--- src/rtl/frame_len_fifo.sv ---
// Frame length recorder: counts valid beats per SOP..EOP frame and queues one
// {trunc, length} record per frame in a first-word-fall-through FIFO.
module frame_len_fifo #(
  parameter int LEN_W = 12,
  parameter int DEPTH = 8,
  parameter int CNT_W = 8
) (
  input  logic                     clk,
  input  logic                     rst,
  input  logic                     valid_in,
  input  logic                     sop_in,
  input  logic                     eop_in,
  output logic                     len_valid,
  input  logic                     len_ready,
  output logic [LEN_W-1:0]         len_data,
  output logic                     len_trunc,
  output logic [$clog2(DEPTH):0]   fifo_level,
  output logic                     overflow,
  output logic [CNT_W-1:0]         drop_cnt,
  output logic [CNT_W-1:0]         proto_err_cnt,
  input  logic                     clr_stats
);

  localparam int PTR_W = $clog2(DEPTH);
  localparam int LVL_W = PTR_W + 1;
  localparam logic [LEN_W-1:0] LEN_MAX = '1;
  localparam logic [CNT_W-1:0] CNT_MAX = '1;

  typedef enum logic {IDLE, IN_FRAME} state_t;

  state_t           state_reg, state_next;
  logic [LEN_W-1:0] cnt_reg, cnt_next;
  logic             trunc_reg, trunc_next;

  logic             push;
  logic [LEN_W-1:0] push_len;
  logic             push_trunc;
  logic             proto_err;

  logic             cnt_sat;
  logic [LEN_W-1:0] cnt_inc;

  logic [LEN_W:0]   mem [DEPTH];
  logic [PTR_W-1:0] wr_ptr_reg, rd_ptr_reg;
  logic [LVL_W-1:0] level_reg, level_next;
  logic [LEN_W:0]   head;
  logic             pop;
  logic             wr_en;
  logic             drop;

  // Saturating beat count; hitting the ceiling marks the frame as truncated.
  assign cnt_sat = (cnt_reg == LEN_MAX);
  assign cnt_inc = cnt_sat ? cnt_reg : cnt_reg + LEN_W'(1);

  always_ff @(posedge clk or posedge rst) begin
    if (rst) begin
      state_reg <= IDLE;
      cnt_reg   <= '0;
      trunc_reg <= 1'b0;
    end else begin
      state_reg <= state_next;
      cnt_reg   <= cnt_next;
      trunc_reg <= trunc_next;
    end
  end

  always_comb begin
    state_next = state_reg;
    cnt_next   = cnt_reg;
    trunc_next = trunc_reg;
    push       = 1'b0;
    push_len   = '0;
    push_trunc = 1'b0;
    proto_err  = 1'b0;
    if (valid_in) begin
      case (state_reg)
        IDLE: begin
          if (sop_in && eop_in) begin
            push       = 1'b1;
            push_len   = LEN_W'(1);
            trunc_next = 1'b0;
          end else if (sop_in) begin
            cnt_next   = LEN_W'(1);
            trunc_next = 1'b0;
            state_next = IN_FRAME;
          end else if (eop_in) begin
            proto_err = 1'b1;
          end
        end
        IN_FRAME: begin
          if (sop_in) begin
            // A new SOP abandons the open frame and restarts counting.
            proto_err  = 1'b1;
            trunc_next = 1'b0;
            if (eop_in) begin
              push       = 1'b1;
              push_len   = LEN_W'(1);
              state_next = IDLE;
            end else begin
              cnt_next = LEN_W'(1);
            end
          end else if (eop_in) begin
            push       = 1'b1;
            push_len   = cnt_inc;
            push_trunc = trunc_reg | cnt_sat;
            state_next = IDLE;
          end else begin
            cnt_next   = cnt_inc;
            trunc_next = trunc_reg | cnt_sat;
          end
        end
        default: state_next = IDLE;
      endcase
    end
  end

  assign len_valid  = (level_reg != '0);
  assign pop        = len_valid & len_ready;
  assign wr_en      = push & ((level_reg < LVL_W'(DEPTH)) | pop);
  assign drop       = push & ~wr_en;
  assign fifo_level = level_reg;

  always_comb begin
    level_next = level_reg;
    case ({wr_en, pop})
      2'b10:   level_next = level_reg + LVL_W'(1);
      2'b01:   level_next = level_reg - LVL_W'(1);
      default: level_next = level_reg;
    endcase
  end

  always_ff @(posedge clk or posedge rst) begin
    if (rst) begin
      wr_ptr_reg <= '0;
      rd_ptr_reg <= '0;
      level_reg  <= '0;
    end else begin
      if (wr_en)
        wr_ptr_reg <= wr_ptr_reg + PTR_W'(1);
      if (pop)
        rd_ptr_reg <= rd_ptr_reg + PTR_W'(1);
      level_reg <= level_next;
    end
  end

  // Storage holds no reset; the outputs are masked while the FIFO is empty.
  always_ff @(posedge clk) begin
    if (wr_en)
      mem[wr_ptr_reg] <= {push_trunc, push_len};
  end

  assign head      = mem[rd_ptr_reg];
  assign len_data  = len_valid ? head[LEN_W-1:0] : '0;
  assign len_trunc = len_valid ? head[LEN_W] : 1'b0;

  always_ff @(posedge clk or posedge rst) begin
    if (rst) begin
      overflow      <= 1'b0;
      drop_cnt      <= '0;
      proto_err_cnt <= '0;
    end else if (clr_stats) begin
      overflow      <= 1'b0;
      drop_cnt      <= '0;
      proto_err_cnt <= '0;
    end else begin
      if (drop) begin
        overflow <= 1'b1;
        if (drop_cnt != CNT_MAX)
          drop_cnt <= drop_cnt + CNT_W'(1);
      end
      if (proto_err && proto_err_cnt != CNT_MAX)
        proto_err_cnt <= proto_err_cnt + CNT_W'(1);
    end
  end

endmodule

--- config.mk ---
export PLATFORM = sky130hd
export DESIGN_NAME = frame_len_fifo
export DESIGN_NICKNAME = d
export VERILOG_FILES = /design/src/rtl/frame_len_fifo.sv
export SDC_FILE = /design/constraint.sdc
export NUM_CORES = 1
export LEC_CHECK = 0
export BUFFER_PORTS_ARGS = -buffer_cell sky130_fd_sc_hd__buf_2
export CAP_MARGIN = 20
export CORE_MARGIN = 4
export CORE_UTILIZATION = 45
export CTS_BUF_LIST = sky130_fd_sc_hd__clkbuf_4 sky130_fd_sc_hd__clkbuf_8
export DETAILED_ROUTE_END_ITERATION = 16
export GPL_TIMING_DRIVEN = 0
export HOLD_SLACK_MARGIN = 0.1
export PLACE_DENSITY_LB_ADDON = 0.15
export SLEW_MARGIN = 30
export SYNTH_ARGS = -nofsm -noshare
export SYNTH_HDL_FRONTEND = slang
export SYNTH_SLANG_ARGS = --single-unit
--- constraint.sdc ---
create_clock -name clk -period 2.4 [get_ports clk]
set_input_delay 0.48 -clock clk [delete_from_list [all_inputs] [get_ports clk]]
set_output_delay 0.48 -clock clk [all_outputs]
set_load 0.05 [all_outputs]
# == Word-level counts from Yosys, hierarchy flattened ==
# Memory sizes are Yosys's and may differ from the RTL's.
# Index checks and enable logic that the tools add are counted.
# totals
regBits,41
latchBits,0
mem_bits_rw,104
mem_bits_ro,0
input_bits,7
mem_count,1
# memory_table
name,depth,word_bits,rd,rd_clocked_by_memory_dff,wr,line,text
mem,8,13,1,0,1,43,logic [LEN_W:0] mem [DEPTH];
# classes
add_sub_neg,7
mul,0
div,0
order_cmp,1
n_eq_ne,10
n_shift,0
mux,46
bitwise_logic,7
reduce_logical,10
# op_table
operator,n
$mux 12,10
$pmux 12 s2,2
$mux 8,5
$mux 1,24
$add 8x1->8 const B,2
$ne 8x8->1 const B,2
$add 12x1->12 const B,1
$eq 12x12->1 const B,1
$pmux 1 s2,4
$pmux 4 s2,1
$reduce_bool 2->1,4
$add 3x1->3 const B,2
$ne 2x2->1 const B,3
$ne 3x3->1 const B,2
$add 4x1->4 const B,1
$lt 4x4->1 const B,1
$reduce_and 4->1,1
$reduce_bool 4->1,1
$sub 4x1->4 const B,1
$and 1x1->1,3
$reduce_and 3->1,1
$eq 2x1->1 const B,1
$eq 2x2->1 const B,1
$logic_and 1x1->1,2
other kinds (3),5

# == Logic depth before layout (Yosys ltp) ==
# Gate-level depths: netlist (run 1).
# depth
ltp_word,9
mapped_depth,11
ltp_nobuf,10

# == Worst setup path before layout (run 1) ==
# No wires, ideal clock.
# synth_path
path_kind,register to register
startpoint,"reg level_reg[0], in the netlist fifo_level[0]"
endpoint,"reg level_reg[2], in the netlist fifo_level[2]"
t_arrival_ps,2852
required_ps,2252
setup_slack_ps,-600
path_stages_with_launch,12
path_buffers,1
cell_sequence,dfrtp_1 > nor4_2 > inv_1 > and2_1 > clkbuf_1 > ha_1 > xor2_1 > ha_1 > a21oi_1 > xor2_1 > nor2_1 > xor2_1
# synth_between
elab_chain_len,6
elab_cells_between_ends,11
classes_between,add/sub (2); order compare (1); eq/ne (2); mux (1); bitwise (3); reduce/logical (2)
# synth_rtl
item,line,text
from (decl),45,"logic [LVL_W-1:0] level_reg, level_next;"
from (signal assigned),142,level_reg <= level_next;
$reduce_bool 4->1 *,117,assign len_valid = (level_reg != '0);
net len_valid,13,"output logic len_valid,"
$and 1x1->1 *,118,assign pop = len_valid & len_ready;
net pop,47,logic pop;
$or 1x1->1,119,assign wr_en = push & ((level_reg < LVL_W'(DEPTH)) | pop);
$and 1x1->1,119,
$eq 2x1->1 / $eq 2x2->1 (equally long branches),125,"case ({wr_en, pop})"
$pmux 4 s2 / $reduce_bool 2->1 (equally long branches),--,
# The timed path passes the listed nets; every way through them passes the cells marked *.
# A chain may end at the register's enable or synchronous reset.

# == Final worst setup path (run 1) ==
# layout_path
startpoint,reg rd_ptr_reg[0]
endpoint,out len_data[5]
# layout_between
elab_chain_len,2
# layout_rtl
item,line,text
from (decl),44,"logic [PTR_W-1:0] wr_ptr_reg, rd_ptr_reg;"
from (signal assigned),141,rd_ptr_reg <= rd_ptr_reg + PTR_W'(1);
$mem_v2 8x13,--,
$mux 12,153,assign len_data = len_valid ? head[LEN_W-1:0] : '0;
to (decl),15,"output logic [LEN_W-1:0] len_data,"
# No other way between the ends.

==> results.md, run 1 <==
- Average size of a mapped cell: 14.02 µm²
- Final period util: 106.6%
- Initial antenna violation count: 0
- PortBufs: 39
- Via Count: 4182
- Die height: 128.6 µm
- CORE AREA: 0.01404 mm²
- H-tree depth: 4
- CP cell instances: buf_12 > buf_12 > mux4_2 > mux2i_4 > nor2_2 > buf_6
- P_leak: 2.864 nW
- Critical Path AT: 2.08 ns
- Ranking of synthesized cells by area: edfxtp_1, dfrtp_1, mux4_2, nor2_1, mux2i_1
- Fmax: 390.9 MHz
- Crit start category: flip-flop
- Share of the synthesized area in the top cell type: 47.70%
- Vias/cell: 5.713
- Syn Inst Count: 467
- Setup-failing EPs final: 13
- Netlist cell types: 60
- Clk sinks: 145
- Setup TNS: -1.390 ns
- Cell Area, Synth: 0.006548 mm²
- Pwr dens: 1084 mW/mm²
- Count of pins over their slew limit: 0
- Yosys warnings: 0
- Req. time, crit path: 1.92 ns
- Post-Syn Nets: 482
- Slew headroom: 45.94%
- Starting Density: 46.63%
- Top FF cell, synth: edfxtp_1
- CP endpoint kind: output pin
- Layout cells sized above 1: 34.24%
- Inserted Clock Buffers: 17
- Footprint of the multi-input gates: 0.002486 mm²
- TritonRoute pass-1 iters: 5
- Vias in the first global route: 4145
- CP top delay family: multiplexers
- Post-synth EDFFs: 104
- Area grow syn2layout: 21.67%
- First-pass GRT wire length: 22.47 mm
- Max_cap viols: 0
- Routed Antenna Nets: 0
- Sequential Area: 0.004155 mm²
- Hold slack: 0.3480 ns
- Die ar.: 0.01654 mm²
- Maximum vdd drop: 0.5665 mV
- Initial DRC count: 311
- Critical path's largest stage delay: 0.54 ns
- Ports: 42
- Nets: 554
- GRT Total Usage: 17.89%
- Setup CP Type: reg2out
- FFs w/ async S/R, synth: 28.28%
- Crit Path Max Fanout: 6
- Worst Path Buf+Inv: 3
- Dpl hpwl: 8.820 mm
- Diode count: 0
- Max FFs per register: 104
- GPL Wtd Cong: 0.8330
- Drt wl/cell: 19.01 µm
- # fillers: 1152
- Failing checks: setup timing
- Largest area contributor in the netlist: edfxtp_1
- Most common cell in the synthesized netlist: edfxtp_1
- Largest net degree at the start of global routing: 26
- Slowest CP cell: mux4_2
- DRC viols: 0
- Synthesis-stage register bit count: 145
- Tmin final: 2.558 ns
- Skew final: 0.01031 ns
- Longest Clk Path Bufs: 2
- RSZ-0062 raised after global routing: yes
- Std-Cell Rows: 43
- Root Driver: clkbuf_8
- Die X: 128.6 µm
- Reg clk slew, reported paths: 0.08 ns
- Tightest Hold Check Type: in2reg
- Critical Path Most Common Cell: buf_12
- Top cells by instance count after synthesis: edfxtp_1, nor2_1, dfrtp_1
- Final setup margin: -0.1584 ns
- Hold Fails Final Rpt: 0
- Status: complete, but fails checks
- Final wirelength: 13.92 mm
- Sequential element share of the synthesized area: 63.37%
- Slew @ Worst Pin: 0.8024 ns
- Total grt overflow: 0
- CTS tree: yes
- Worst-Skew Late Latency: 0.44 ns
-- cell type report --
type                       instances  area share, %
clock inverter                    14          1.759
sequential                       145          52.16
clock buffer                      18          3.031
tap                              180          2.827
multi-input combinational        285          31.21
buffer                            25          2.560
timing repair buffer              53          5.858
inverter                          12         0.5968
-- final timing paths --
| check | endpoint | slack [ns] | start | depth (start not counted) |
|---|---|---|---|---|
| max in group asynchronous | cnt_reg[0] | 1.33 | rst | 4 |
| min in group asynchronous | drop_cnt[3] | 0.57 | rst | 3 |
| hold / removal | trunc_reg | 0.35 | sop_in | 2 |
| hold reg to reg | wr_ptr_reg[0] | 0.52 | wr_ptr_reg[0] | 1 |
| setup reg to reg | fifo_level[2] | 0.04 | fifo_level[3] | 12 |
| setup / recovery | len_data[5] | -0.16 | rd_ptr_reg[0] | 6 |
-- placed cells by master (no fill, tap or decap), types with 11 or more instances in the layout --
| master | count |
|---|---|
| edfxtp_1 | 104 |
| nand3_1 | 14 |
| nand2_1 | 20 |
| o21ai_0 | 18 |
| nor2_1 | 26 |
| nor2_2 | 11 |
| buf_2 | 32 |
| mux4_2 | 26 |
| a21oi_1 | 22 |
| buf_6 | 14 |
| dfrtp_1 | 36 |
| clkbuf_8 | 20 |
-- cells by family (layout without fill, tap and decap cells) --
kind of cell / after synthesis / in the layout / synth area share (%)
DFF: 145 / 145 / 63.37
and+or+nand+nor: 144 / 144 / 11.71
AOI/OAI and AO/OA: 78 / 78 / 7.434
muxes: 45 / 45 / 12.00
buffers and inverters: 37 / 122 / 2.618
xor gates and xnor gates: 10 / 10 / 1.338
adders and majority gates: 8 / 8 / 1.529
-- worst reg2reg max path, stage by stage, from the launching register on --
cell and delay, ns:
dfrtp_2 0.44, nor4_4 0.27, buf_4 0.19, inv_4 0.03, and2_1 0.14, buf_2 0.17
ha_4 0.19, xor2_1 0.14, ha_1 0.20, a21oi_2 0.13, xor2_1 0.15, nor2_1 0.06
xor2_1 0.14
-- layer usage --
metal	global-route usage, %	share of wire [%]	vias to the layer above
li1	-	-	1950
met1	24.45	45	2136
met2	28.93	50	79
met3	4.193	4.0	17
met4	5.188	1.2	0
met5	0	0	-
-- per-stage QoR --
step	instances	area, µm²	power (mW)	setup WS, ns	utilization [%]
floorplan	467	6613	5.376	-0.1361	-
global placement	686	7033	5.973	-0.6354	50.08
detailed placement	687	7081	6.051	-0.5351	50.42
CTS	730	7865	8.598	-0.2000	56.01
global route	732	7966	9.095	-0.2649	56.73
finish	732	7966	8.637	-0.1584	56.73
-- report_power, final --
part | leakage [nW] | switching [mW] | internal [mW] | total (mW)
clock | 0.186 | 0.916 | 0.927 | 1.84
sequential | 1.52 | 0.195 | 2.86 | 3.06
combinational | 1.16 | 2.10 | 1.63 | 3.73
-- timing repair --
action	CTS	global route
hold buffers	1	0
gates cloned	1	1
setup buffers	9	1
pin swaps	3	2
endpoints found under the hold margin	16	0
gates resized for setup	77	14
setup endpoints to repair	190	146
No activity file was read; power rests on OpenSTA's default activity.
==> inputs of run 2 (changes only) <==
--- a/config.mk
+++ b/config.mk
@@ -6,7 +6,7 @@
 export NUM_CORES = 1
 export LEC_CHECK = 0
 export BUFFER_PORTS_ARGS = -buffer_cell sky130_fd_sc_hd__buf_2
-export CAP_MARGIN = 20
+export CAP_MARGIN = 0
 export CORE_MARGIN = 4
 export CORE_UTILIZATION = 45
 export CTS_BUF_LIST = sky130_fd_sc_hd__clkbuf_4 sky130_fd_sc_hd__clkbuf_8
@@ -14,6 +14,7 @@
 export GPL_TIMING_DRIVEN = 0
 export HOLD_SLACK_MARGIN = 0.1
 export PLACE_DENSITY_LB_ADDON = 0.15
+export SKIP_LAST_GASP = 1
 export SLEW_MARGIN = 30
 export SYNTH_ARGS = -nofsm -noshare
 export SYNTH_HDL_FRONTEND = slang
==> results.md, run 2 (same netlist as run 1, synthesis figures left out) <==
- Status: complete, but fails checks
- Failing checks: setup timing
- Area grow syn2layout: 21.40%
- CP top delay family: multiplexers
- Diode count: 0 (unchanged)
- GRT Total Usage: 17.85% (-0.045 points)
- TritonRoute pass-1 iters: 4 (-1)
- Hold depth: 2 (unchanged)
- H-tree depth: 4 (unchanged)
- Req. time, crit path: 1.92 ns (about the same)
- Slew headroom: 43.84% (-2.1 points)
- Die ar.: 0.01654 mm² (unchanged)
- Initial DRC count: 233 (-25%)
- Count of pins over their slew limit: 0 (unchanged)
- RSZ-0062 raised after global routing: yes
- Slew @ Worst Pin: 0.8414 ns (+0.03907 ns)
- Worst Path Buf+Inv: 3 (unchanged)
- PortBufs: 39 (unchanged)
- Hold Crit Start: sop_in
- Total grt overflow: 0 (unchanged)
- Drt wl/cell: 19.00 µm (about the same)
- First-pass GRT wire length: 22.39 mm (-0.34%)
- Dpl hpwl: 8.820 mm (unchanged)
- Net switching power figure: 3.198 mW (-0.43%)
- Pwr dens: 1083 mW/mm² (about the same)
- Clk sinks: 145 (unchanged)
- Pwr Total: 8.612 mW (-0.28%)
- Die X: 128.6 µm (unchanged)
- Fmax: 387.7 MHz (-0.82%)
- Inserted Clock Buffers: 17 (unchanged)
- Seq pwr share: 35.5% (about the same)
- DP Area: 0.007081 mm² (unchanged)
- Worst-Skew Late Latency: 0.44 ns (about the same)
- Hold Fails Final Rpt: 0 (unchanged)
- Critical Path AT: 2.10 ns (+0.02 ns)
- Skew final: 0.01282 ns (+0.002507 ns)
- P_int: 5.414 mW (-0.19%)
- Routed Antenna Nets: 0 (unchanged)
- Root Driver: clkbuf_8
- Final instance area: 0.007949 mm² (-0.22%)
- Vias in the first global route: 4135 (-0.24%)
- CORE AREA: 0.01404 mm² (unchanged)
- Worst Setup SP: rd_ptr_reg[0]
- Crit Path Max Fanout: 6 (unchanged)
- Gate power share: 43.1% (about the same)
- Via Count: 4127 (-1.3%)
- Max_cap viols: 0 (unchanged)
- P_leak: 2.861 nW (-0.11%)
- CTS tree: yes
- Reg2reg start: fifo_level[3]
- Tmin final: 2.580 ns (+0.02117 ns)
- Setup TNS: -1.477 ns (-0.08728 ns)
- Largest net degree at the start of global routing: 26 (unchanged)
- Max FFs per register: 104 (unchanged)
- Reg clk slew, reported paths: 0.08 ns (about the same)
- Final setup margin: -0.1796 ns (-0.02117 ns)
- Pre-CTS setup slack: -0.5351 ns (unchanged)
- Ports: 42 (unchanged)
- Final wirelength: 13.91 mm (about the same)
- Critical Path Most Common Cell: buf_12
- Vias/cell: 5.638 (-1.3%)
- Die height: 128.6 µm (unchanged)
- Critical path's largest stage delay: 0.54 ns (about the same)
- Clock Power Share: 21.4% (about the same)
- DRC viols: 0 (unchanged)
- Setup CP Type: reg2out
- Starting Density: 46.63% (unchanged)
- Final period util: 107.5% (+0.88 points)
- Longest Clk Path Bufs: 2 (unchanged)
- Tightest Hold Check Type: in2reg
- Commonest cells after routing, fill and taps aside: edfxtp_1, dfrtp_1, buf_2
- Setup-failing EPs final: 13 (unchanged)
- CP cell instances: buf_12 > buf_12 > mux4_2 > mux2i_4 > nor2_2 > buf_6
- Leading cell type in the layout, fill and taps excluded: edfxtp_1
- Nets: 554 (unchanged)
- GPL Wtd Cong: 0.8330 (unchanged)
- Switching share of power: 37.14% (-0.055 points)
- Maximum vdd drop: 0.5689 mV (+0.43%)
- Fin util: 56.61% (-0.12 points)
- CP endpoint kind: output pin
- R2R setup slack: 0.02 ns (-0.02 ns)
- Std-Cell Rows: 43 (unchanged)
- WHS Endpoint: trunc_reg
- Crit start category: flip-flop
- Slowest CP cell: mux4_2
- Initial antenna violation count: 0 (unchanged)
- R2R depth: 12 (unchanged)
- FF-to-FF End: fifo_level[2]
- Layout cells sized above 1: 34.06% (-0.18 points)
## run 2: power by group through the flow
stage	logic, mW	registers [mW]	clock network (mW)
after floorplan	2.19	3.19	0
after global placement	2.90	3.07	0
after detailed placement	2.95	3.10	0
after CTS	3.52	3.05	1.91
after global routing	3.96	3.08	2.03
final	3.71	3.06	1.84
## run 2: worst register-to-register path, stage by stage, from the launching register on
cell      delay, ns
dfrtp_2        0.44
nor4_4         0.27
buf_4          0.19
inv_4          0.03
and2_1         0.14
clkbuf_2       0.17
ha_4           0.20
xor2_1         0.14
ha_1           0.18
a21oi_1        0.14
xor2_1         0.16
nor2_1         0.06
xor2_1         0.14
## run 2: worst max path at each step
stage | end | slack [ns] | depth (start not counted)
2_1_floorplan | fifo_level[2] | -0.14 | 11
4_1_cts | len_data[10] | -0.22 | 6
6_report | len_data[5] | -0.18 | 6
5_1_grt | len_data[5] | -0.26 | 6
3_5_place_dp | len_data[5] | -0.54 | 6
3_3_place_gp | mem[4][3] | -0.64 | 5
## run 2: metal layers
metal  global-route usage (%)  share of wire [%]  vias up  routed length, µm
li1                         -                  -     1953                  -
met1                    24.42                 44     2090               6160
met2                    28.81                 50       80               6982
met3                    4.193                5.1        4                703
met4                    5.188               0.47        0                 65
met5                        0                  0        -                  0
## run 2: stage by stage
step,hold slack (ns),cells
after floorplan,0.4805,467
after global placement,0.4808,686
after detailed placement,0.4942,687
after CTS,0.2896,730
after global routing,0.3202,732
final,0.3464,732
## run 2: area by class of cell
type / instances / area [µm²]
buffer: 25 / 203.9
clock buffer: 18 / 241.5
clock inverter: 14 / 140.1
fill: 1158 / 6093
inverter: 12 / 47.55
multi-input combinational: 285 / 2472
sequential: 145 / 4155
tap: 180 / 225.2
timing repair buffer: 53 / 462.9
## run 2: timing repair
action / 4_1_cts / 5_1_grt
endpoints found under the setup margin: 190 / 139
hold buffers: 1 / 0
gates resized for setup: 65 / 21
pin swaps: 3 / 4
gates cloned: 1 / 1
buffers inserted: 9 / 1
endpoints found under the hold margin: 16 / 0
==> inputs of run 3 (changes only) <==
==> constraint.sdc (replaced) <==
create_clock -name clk -period 2.4 [get_ports clk]
set_input_delay 0.12 -clock clk [delete_from_list [all_inputs] [get_ports clk]]
set_output_delay 0.12 -clock clk [all_outputs]
set_load 0.05 [all_outputs]
==> results.md, run 3 (same netlist as run 1, synthesis figures left out) <==
- Pwr dens: 1033 mW/mm² (-4.6%)
- CORE AREA: 0.01404 mm² (unchanged)
- Slew headroom: 37.92% (-5.9 points)
- Initial antenna violation count: 0 (unchanged)
- Req. time, crit path: 2.60 ns (+0.68 ns)
- CP endpoint kind: flip-flop
- Setup-failing EPs final: 0 (-13)
- H-tree depth: 4 (unchanged)
- Ports: 42 (unchanged)
- Commonest cells after routing, fill and taps aside: edfxtp_1, buf_2, nor2_1, dfrtp_1, mux4_2
- P_int: 5.033 mW (-7.0%)
- Critical Path AT: 2.52 ns (+0.42 ns)
- GRT Total Usage: 17.92% (+0.072 points)
- Die X: 128.6 µm (unchanged)
- Gate power share: 39.0% (-4.1 points)
- Starting Density: 46.63% (unchanged)
- Layout cells sized above 1: 31.61% (-2.5 points)
- Clock Power Share: 23.3% (+1.9 points)
- TritonRoute pass-1 iters: 4 (unchanged)
- Tightest Hold Check Type: in2reg
- Vias in the first global route: 4104 (-0.75%)
- Final wirelength: 13.94 mm (+0.17%)
- Max FFs per register: 104 (unchanged)
- Count of pins over their slew limit: 0 (unchanged)
- Root Driver: clkbuf_8
- Final period util: 97.00% (-10 points)
- Skew final: 0.01140 ns (-0.001420 ns)
- CTS tree: yes
- Worst-Skew Late Latency: 0.46 ns (+0.02 ns)
- Drt wl/cell: 18.83 µm (-0.91%)
- Max_cap viols: 0 (unchanged)
- P_leak: 2.872 nW (+0.40%)
- Crit Path Max Fanout: 8 (+2)
- Routed Antenna Nets: 0 (unchanged)
- Fmax: 429.5 MHz (+11%)
- Leading cell type in the layout, fill and taps excluded: edfxtp_1
- RSZ-0062 raised after global routing: yes
- Pre-CTS setup slack: -0.4340 ns (+0.1011 ns)
- Hold Fails Final Rpt: 0 (unchanged)
- Total grt overflow: 0 (unchanged)
- GPL Wtd Cong: 0.8194 (-1.6%)
- Std-Cell Rows: 43 (unchanged)
- Largest net degree at the start of global routing: 25 (-3.8%)
- Fin util: 55.68% (-0.93 points)
- Status: finished, final reports clean
- Initial DRC count: 249 (+6.9%)
- Slew @ Worst Pin: 0.9301 ns (+0.08872 ns)
- Die ar.: 0.01654 mm² (unchanged)
- DRC viols: 0 (unchanged)
- Inserted Clock Buffers: 17 (unchanged)
- Longest Clk Path Bufs: 2 (unchanged)
- Diode count: 0 (unchanged)
- Clk sinks: 145 (unchanged)
- Crit start category: flip-flop
- Dpl hpwl: 8.983 mm (+1.9%)
- Net switching power figure: 3.045 mW (-4.8%)
- Cells after DPL: 689 (+0.29%)
- First-pass GRT wire length: 22.37 mm (about the same)
- Vias/cell: 5.643 (about the same)
- Maximum vdd drop: 0.4039 mV (-29%)
- Setup CP Type: reg2reg
- Hold depth: 4 (+2)
- Final setup margin: 0.07188 ns (+0.2514 ns)
- # fillers: 1134 (-2.1%)
- Tmin final: 2.328 ns (-0.2514 ns)
- PortBufs: 39 (unchanged)
- Hold slack: 0.1425 ns (-0.2038 ns)
- Via Count: 4176 (+1.2%)
- Nets: 562 (+1.4%)
- Reg clk slew, reported paths: 0.08 ns (about the same)
- R2R depth: 6 (-6)
- Area grow syn2layout: 19.42%
- Switching share of power: 37.70% (+0.56 points)
- Seq pwr share: 37.7% (+2.2 points)
- Fin cells: 740 (+1.1%)
- Die height: 128.6 µm (unchanged)
## run 3: cell types whose count changed in the layout (fill, tap and decap cells not counted), sizes merged
cell / before / now
clkinv: 7 / 9
dlygate4sd3: 1 / 5
buf: 63 / 72
clkinvlp: 4 / 1
clkbuf: 32 / 28
## run 3: routing by layer
layer | up-vias | wire, µm | track usage [%]
li1 | 1964 | - | -
met3 | 13 | 494 | 4.359
met5 | - | 0 | 0
met2 | 91 | 6867 | 28.93
met1 | 2108 | 6405 | 24.11
met4 | 0 | 168 | 5.868
## run 3: timing repair
| item | in CTS | in global routing |
|---|---|---|
| hold endpoints to repair | 44 | 0 |
| endpoints found under the setup margin | 176 | 158 |
| hold buffers | 5 | 0 |
| buffers inserted | 4 | 11 |
| pin swaps | 2 | 3 |
| gates resized for setup | 28 | 20 |
## run 3: metrics by stage
stage          power (mW)  setup TNS [ns]  area (µm²)
4_1_cts             7.984          -1.354        7665
3_3_place_gp        5.909          -62.97        7008
5_1_grt             8.504         -0.5875        7819
2_1_floorplan       5.317         -0.1361        6588
6_report            8.078               0        7819
3_5_place_dp        5.996          -32.11        7078
## run 3: area by class of cell
cell class	count	area (µm²)	share of cell area (%)
Multi-Input combinational cell	285	2396	30.64
Timing Repair Buffer	62	427.9	5.473
Tap cell	180	225.2	2.880
Clock inverter	13	138.9	1.776
Buffer	24	178.9	2.288
Inverter	12	47.55	0.6081
Clock buffer	19	249.0	3.185
Sequential cell	145	4155	53.14
## run 3: path summary, 6_finish.rpt
check	start	endpoint	slack [ns]
max in group asynchronous	rst	fifo_level[3]	1.67
worst min register to register	wr_ptr_reg[0]	wr_ptr_reg[0]	0.52
worst max register to register	cnt_reg[1]	mem[5][7]	0.07
worst min-delay path	valid_in	proto_err_cnt[1]	0.14
worst max-delay path	cnt_reg[1]	mem[5][7]	0.07
min in group asynchronous	rst	proto_err_cnt[7]	0.21
## run 3: power by group through the flow
stage / Combinational, mW / Sequential (mW) / Clock, mW
CTS: 3.00 / 3.05 / 1.93
finish: 3.15 / 3.05 / 1.88
floorplan: 2.13 / 3.19 / 0
global route: 3.38 / 3.07 / 2.05
detailed placement: 2.90 / 3.10 / 0
global placement: 2.83 / 3.07 / 0
## run 3: critical path, cell delays in order, from the launching register on
cell and delay (ns):
dfrtp_1 0.45, ha_4 0.20, nand3_2 0.16, or4_1 0.53, buf_2 0.19, and3_4 0.19, mux2_4 0.35
